## src/rtl/sps_pkg.sv

```systemverilog
// rtl/sps_pkg.sv - shared serial framing definitions for transmit and receive sides
package sps_pkg;

  typedef enum logic [1:0] {
    ST_IDLE  = 2'd0,
    ST_START = 2'd1,
    ST_DATA  = 2'd2,
    ST_STOP  = 2'd3
  } sps_state_e;

  localparam logic START_BIT         = 1'b0;
  localparam logic STOP_BIT          = 1'b1;
  localparam int   DEFAULT_DATA_BITS = 8;
  localparam int   FRAME_BITS        = DEFAULT_DATA_BITS + 2;

  // Frame length for a non-default payload width: start + payload + stop.
  function automatic int frame_bits(input int data_bits);
    return data_bits + 2;
  endfunction

endpackage

```

## src/rtl/sps_bit_timer.sv

```systemverilog
// rtl/sps_bit_timer.sv - per-bit tick counter flagging the last cycle of each bit
module sps_bit_timer #(
  parameter int CLKS_PER_BIT = 1
) (
  input  logic clk,
  input  logic rst,
  input  logic clear,
  output logic bitEnd
);

  localparam int            TW   = $clog2(CLKS_PER_BIT) + 1;
  localparam logic [TW-1:0] LAST = TW'(CLKS_PER_BIT - 1);

  logic [TW-1:0] tick_q;
  logic [TW-1:0] tick_d;

  // Wrap on every bit boundary; a clear restarts timing at the first cycle of a new bit.
  always_comb begin
    bitEnd = (tick_q == LAST);
    tick_d = tick_q + TW'(1);
    if (clear || bitEnd) begin
      tick_d = '0;
    end
  end

  // Tick register.
  always_ff @(posedge clk or negedge rst) begin
    if (!rst) begin
      tick_q <= '0;
    end else begin
      tick_q <= tick_d;
    end
  end

endmodule

```

## src/rtl/ps_frame_tx.sv

```systemverilog
// rtl/ps_frame_tx.sv - parallel-to-serial framing transmitter, start/data LSB-first/stop
module ps_frame_tx
  import sps_pkg::*;
#(
  parameter int DATA_BITS    = 8,
  parameter int CLKS_PER_BIT = 1
) (
  input  logic                 clk,
  input  logic                 rst,
  input  logic [DATA_BITS-1:0] parallelIn,
  input  logic                 inValid,
  output logic                 inReady,
  output logic                 serialOut,
  output logic                 busy,
  output logic                 frameDone
);

  localparam int            CW       = (DATA_BITS > 1) ? $clog2(DATA_BITS) : 1;
  localparam logic [CW-1:0] LAST_BIT = CW'(DATA_BITS - 1);

  sps_state_e           state_q;
  sps_state_e           state_d;
  logic [DATA_BITS-1:0] shreg_q;
  logic [DATA_BITS-1:0] shreg_d;
  logic [CW-1:0]        bit_cnt_q;
  logic [CW-1:0]        bit_cnt_d;
  logic                 serial_q;
  logic                 serial_d;
  logic                 bit_end;
  logic                 accept;
  logic                 last_stop;

  // The accepting edge restarts bit timing so START gets a full bit period.
  sps_bit_timer #(
    .CLKS_PER_BIT(CLKS_PER_BIT)
  ) u_bit_timer (
    .clk    (clk),
    .rst    (rst),
    .clear  (accept),
    .bitEnd (bit_end)
  );

  // State register.
  always_ff @(posedge clk or negedge rst) begin
    if (!rst) begin
      state_q <= ST_IDLE;
    end else begin
      state_q <= state_d;
    end
  end

  // Next-state logic; an accept in the final stop cycle chains straight into START.
  always_comb begin
    state_d = state_q;
    unique case (state_q)
      ST_IDLE:  if (accept) state_d = ST_START;
      ST_START: if (bit_end) state_d = ST_DATA;
      ST_DATA:  if (bit_end && (bit_cnt_q == LAST_BIT)) state_d = ST_STOP;
      ST_STOP:  if (bit_end) state_d = accept ? ST_START : ST_IDLE;
      default:  state_d = ST_IDLE;
    endcase
  end

  // Outputs decoded from registered state only; the line value is precomputed for the next cycle.
  always_comb begin
    last_stop = (state_q == ST_STOP) && bit_end;
    inReady   = rst && ((state_q == ST_IDLE) || last_stop);
    accept    = inValid && inReady;
    busy      = (state_q != ST_IDLE);
    frameDone = last_stop;
    unique case (state_d)
      ST_START: serial_d = START_BIT;
      ST_DATA:  serial_d = shreg_d[0];
      default:  serial_d = STOP_BIT;
    endcase
  end

  // Shift register and bit counter: load on accept, advance at each data-bit boundary.
  always_comb begin
    shreg_d   = shreg_q;
    bit_cnt_d = bit_cnt_q;
    if (accept) begin
      shreg_d   = parallelIn;
      bit_cnt_d = '0;
    end else if ((state_q == ST_DATA) && bit_end) begin
      shreg_d   = shreg_q >> 1;
      bit_cnt_d = (bit_cnt_q == LAST_BIT) ? '0 : bit_cnt_q + CW'(1);
    end
  end

  // Datapath and line registers; reset drives the line idle-high immediately.
  always_ff @(posedge clk or negedge rst) begin
    if (!rst) begin
      shreg_q   <= '0;
      bit_cnt_q <= '0;
      serial_q  <= STOP_BIT;
    end else begin
      shreg_q   <= shreg_d;
      bit_cnt_q <= bit_cnt_d;
      serial_q  <= serial_d;
    end
  end

  assign serialOut = serial_q;

endmodule

```

## config.mk

```make
export PLATFORM = sky130hd
export DESIGN_NAME = ps_frame_tx
export DESIGN_NICKNAME = d
export VERILOG_FILES = /design/src/rtl/sps_pkg.sv /design/src/rtl/sps_bit_timer.sv /design/src/rtl/ps_frame_tx.sv
export SDC_FILE = /design/constraint.sdc
export NUM_CORES = 1
export LEC_CHECK = 0
export ABC_AREA = 1
export CAP_MARGIN = 40
export CORE_ASPECT_RATIO = 1.25
export CORE_MARGIN = 10
export CORE_UTILIZATION = 26
export DETAILED_ROUTE_END_ITERATION = 6
export GPL_TIMING_DRIVEN = 0
export PLACE_DENSITY = 0.56
export SETUP_SLACK_MARGIN = 0.15
export SYNTH_ARGS = -nofsm -noshare
export SYNTH_HDL_FRONTEND = slang
export SYNTH_HIERARCHICAL = 1
export SYNTH_SLANG_ARGS = --single-unit
```

## constraint.sdc

```tcl
create_clock -name clk -period 1.7 [get_ports clk]
set_input_delay 0.255 -clock clk [delete_from_list [all_inputs] [get_ports clk]]
set_output_delay 0.255 -clock clk [all_outputs]
set_load 0.005 [all_outputs]
```

==> impl_metrics.yaml <==
status:
  status: "complete, no violations"
finish:
  num_antenna_cells: 0
  post-route-util_pct: 35.97
  register_area_um2: 376.6
  drive_gt1_share_pct: 26.79
  final_cell_mix: "inv_1 (19), nand2_1 (15), dfrtp_1 (14)"
  synthToLayoutAreaGrowth_pct: 34.68
  multi_input_area_um2: 299.0
  stdcell_count: 148
  fill_cells: 322
  final_common_cell: "inv_1"
  fin_nets: 126
logic_synthesis:
  synthDistinctLibCells: 24
  synth_fa_ha_area_share_pct: 3.241
  synthArstFlopShare_pct: 100.0
  yosys_warnings: 6
  synth_compound_area_share_pct: 13.29
  avgSynthCellArea_um2: 8.873
  yosysSeqAreaShare_pct: 48.78
  synth-seq-cells: 15
  synth_top_family_by_area: "simple AND/OR/NAND/NOR gates"
  synth-simple-area-share_pct: 21.07
  syn_nets: 100
  muxShareOfSynthArea_pct: 0
  synth-edff-count: 0
  synth_xor_area_share_pct: 0
  yosys_most_used_dff: "dfrtp_1"
  netlist_area_um2: 772.0
  syn_inst: 87
power:
  p_leak_nw: 0.5481
  p_per_area_nw_per_um2: 1496
  vdd_drop_max_mv: 0.4922
critical_path:
  worstSetupEndpointType: "output pin"
  crit_required_ps: 1440
  rrSetupSlack_ps: 300
  crit_path_cell_trace: "inv_2 -> nand3_2 -> nand2_2 -> and2_1 -> clkdlybuf4s15_1"
  critical_path.top_delay_family: "flip-flops"
  slowest_delay_ps: 380
  crit_path_top_delay_cell: "dfrtp_1"
  crit_fanout: 2
  worst_ep_arrival_time_ps: 1200
  path_class: "reg -> out"
  crit_buf_inv: 2
  worstSetupStartpointType: "flip-flop"
die:
  io-pin-count: 15
  die_area_um2: 5562
  core_area_um2: 2890
  placementRows: 22
  die_w_um: 68.74
  dieHeight_um: 80.92
  start_util_pct: 26.71
timing:
  hold_viol_final: 0
  clock_skew_ps: 10.97
  slew_violations: 0
  period_minus_slack_ps: 1456
  timing.hold.ws_ps: 2.249
  rsz0062_at_grt: "false"
  finalSetupViolCount: 0
  fin_tns_setup_ps: 0
  finalCritPeriodShare_pct: 85.64
  max_freq_mhz: 686.9
clock_tree:
  numClockSinks: 15
  hold_buffers: 0
  root_buffer: "clkbuf_4"
  tritoncts: "built"
  clk_path_buf_depth: 2
  clkSlewWorstSetupHoldPaths_ps: 100
  clk_latency_ps: 290
  cts_made_buffers: 3
  cts-htree-levels: 1
route:
  viasPerCell: 4.209
  drt-total-wl_um: 1637
  antenna_left: 0
  wire_per_inst_um: 11.06
  drt-initial-drc-count: 6
  vias: 623
  route.detailed.drc: 0
  drt-pass1-iter-count: 4
place:
  port-buffer-count: 14
  dp_cells: 137
  hpwl_um: 1194
  gp_congestion: 0.7315
grt:
  antenna_found_initial: 0
  track_usage_pct: 6.654
  grt_max_degree: 19
  grt_pass1_wl_um: 2808
  grt_pass1_vias: 661
  grt_overflow: 0
flow_run:
  cap_viol_max_count: 0
hold_path:
  hp-class: "in -> async"
[power by group]
group	total, mW	leakage [nW]	internal [mW]	switching, mW
logic	0.780	0.343	0.360	0.420
clock network	0.204	0.0177	0.0873	0.117
registers	0.571	0.188	0.509	0.0619
total	1.55	0.548	0.956	0.599
[per-stage QoR]
step | total power [mW] | cell area (um^2) | setup WS (ps)
floorplan | 1.068 | 772.0 | 493.7
global placement | 1.262 | 957.2 | -591.5
detailed placement | 1.283 | 957.2 | -625.2
CTS | 1.503 | 1003 | 180.3
global route | 1.721 | 1040 | 162.3
finish | 1.555 | 1040 | 244.1
[state kept, by name, summed over array words and instances (netlist names)]
| name | flops |
|---|---|
| serialOut | 1 |
| bit_cnt_q | 3 |
| state_q | 2 |
| u_bit_timer/tick_q | 1 |
| shreg_q | 8 |
[layer usage]
layer / vias up / track usage (%) / share of wire [%]
met5: - / 0 / 0
met4: 0 / 4.743 / 2.2
met3: 4 / 2.342 / 6.1
met2: 8 / 11.46 / 52
met1: 291 / 6.325 / 40
li1: 320 / - / -
[area by class of cell]
| cell class | instances | area share, % |
|---|---|---|
| sequential | 15 | 36.22 |
| timing repair buffer | 21 | 18.29 |
| clock buffer | 3 | 2.166 |
| multi-input combinational | 47 | 28.76 |
| tap | 36 | 4.332 |
| inverter | 24 | 8.664 |
| clock inverter | 1 | 0.4813 |
| buffer | 1 | 1.083 |
[repair_timing]
item | CTS | global route
endpoints found under the setup margin | 17 | 2
resized for setup | 8 | 3
pin swaps | 1 | 2
buffers inserted | 3 | 4
gates cloned | 0 | 0
[kinds of logic after synthesis]
logic type,after synthesis
and+or+nand+nor,31
adders and majority gates,2
other,1
AOI/OAI and AO/OA,13
DFF,15
buffers and inverters,25
[Yosys cell counts, types with 2 or more instances]
cell | count | area (um^2)
dfrtp_1 | 14 | 350.3
o221ai_1 | 6 | 52.55
nor2_1 | 2 | 7.510
a22oi_1 | 2 | 15.01
inv_1 | 21 | 78.83
nand2_2 | 5 | 31.28
nand2_1 | 15 | 56.30
ha_1 | 2 | 25.02
nand3_1 | 3 | 15.01
inv_2 | 3 | 11.26
[final timing paths]
| kind | start | to | cells after the start |
|---|---|---|---|
| hold reg to reg | bit_cnt_q[1] | bit_cnt_q[1] | 2 |
| max in group asynchronous | rst | serialOut | 1 |
| min in group clk | bit_cnt_q[1] | bit_cnt_q[1] | 2 |
| hold / removal | rst | shreg_q[7] | 1 |
| setup reg to reg | u_bit_timer/tick_q | shreg_q[6] | 9 |
| setup / recovery | u_bit_timer/tick_q | inReady | 5 |
[worst register-to-register path, cell delays in order (launching register included)]
cell,delay [ps]
dfrtp_1,380
inv_2,70
nand3_2,90
nand2_2,80
buf_4,120
nand3_4,100
nand2_4,130
buf_4,140
buf_4,110
o221ai_1,90
Power figures use the tool's default switching activity.
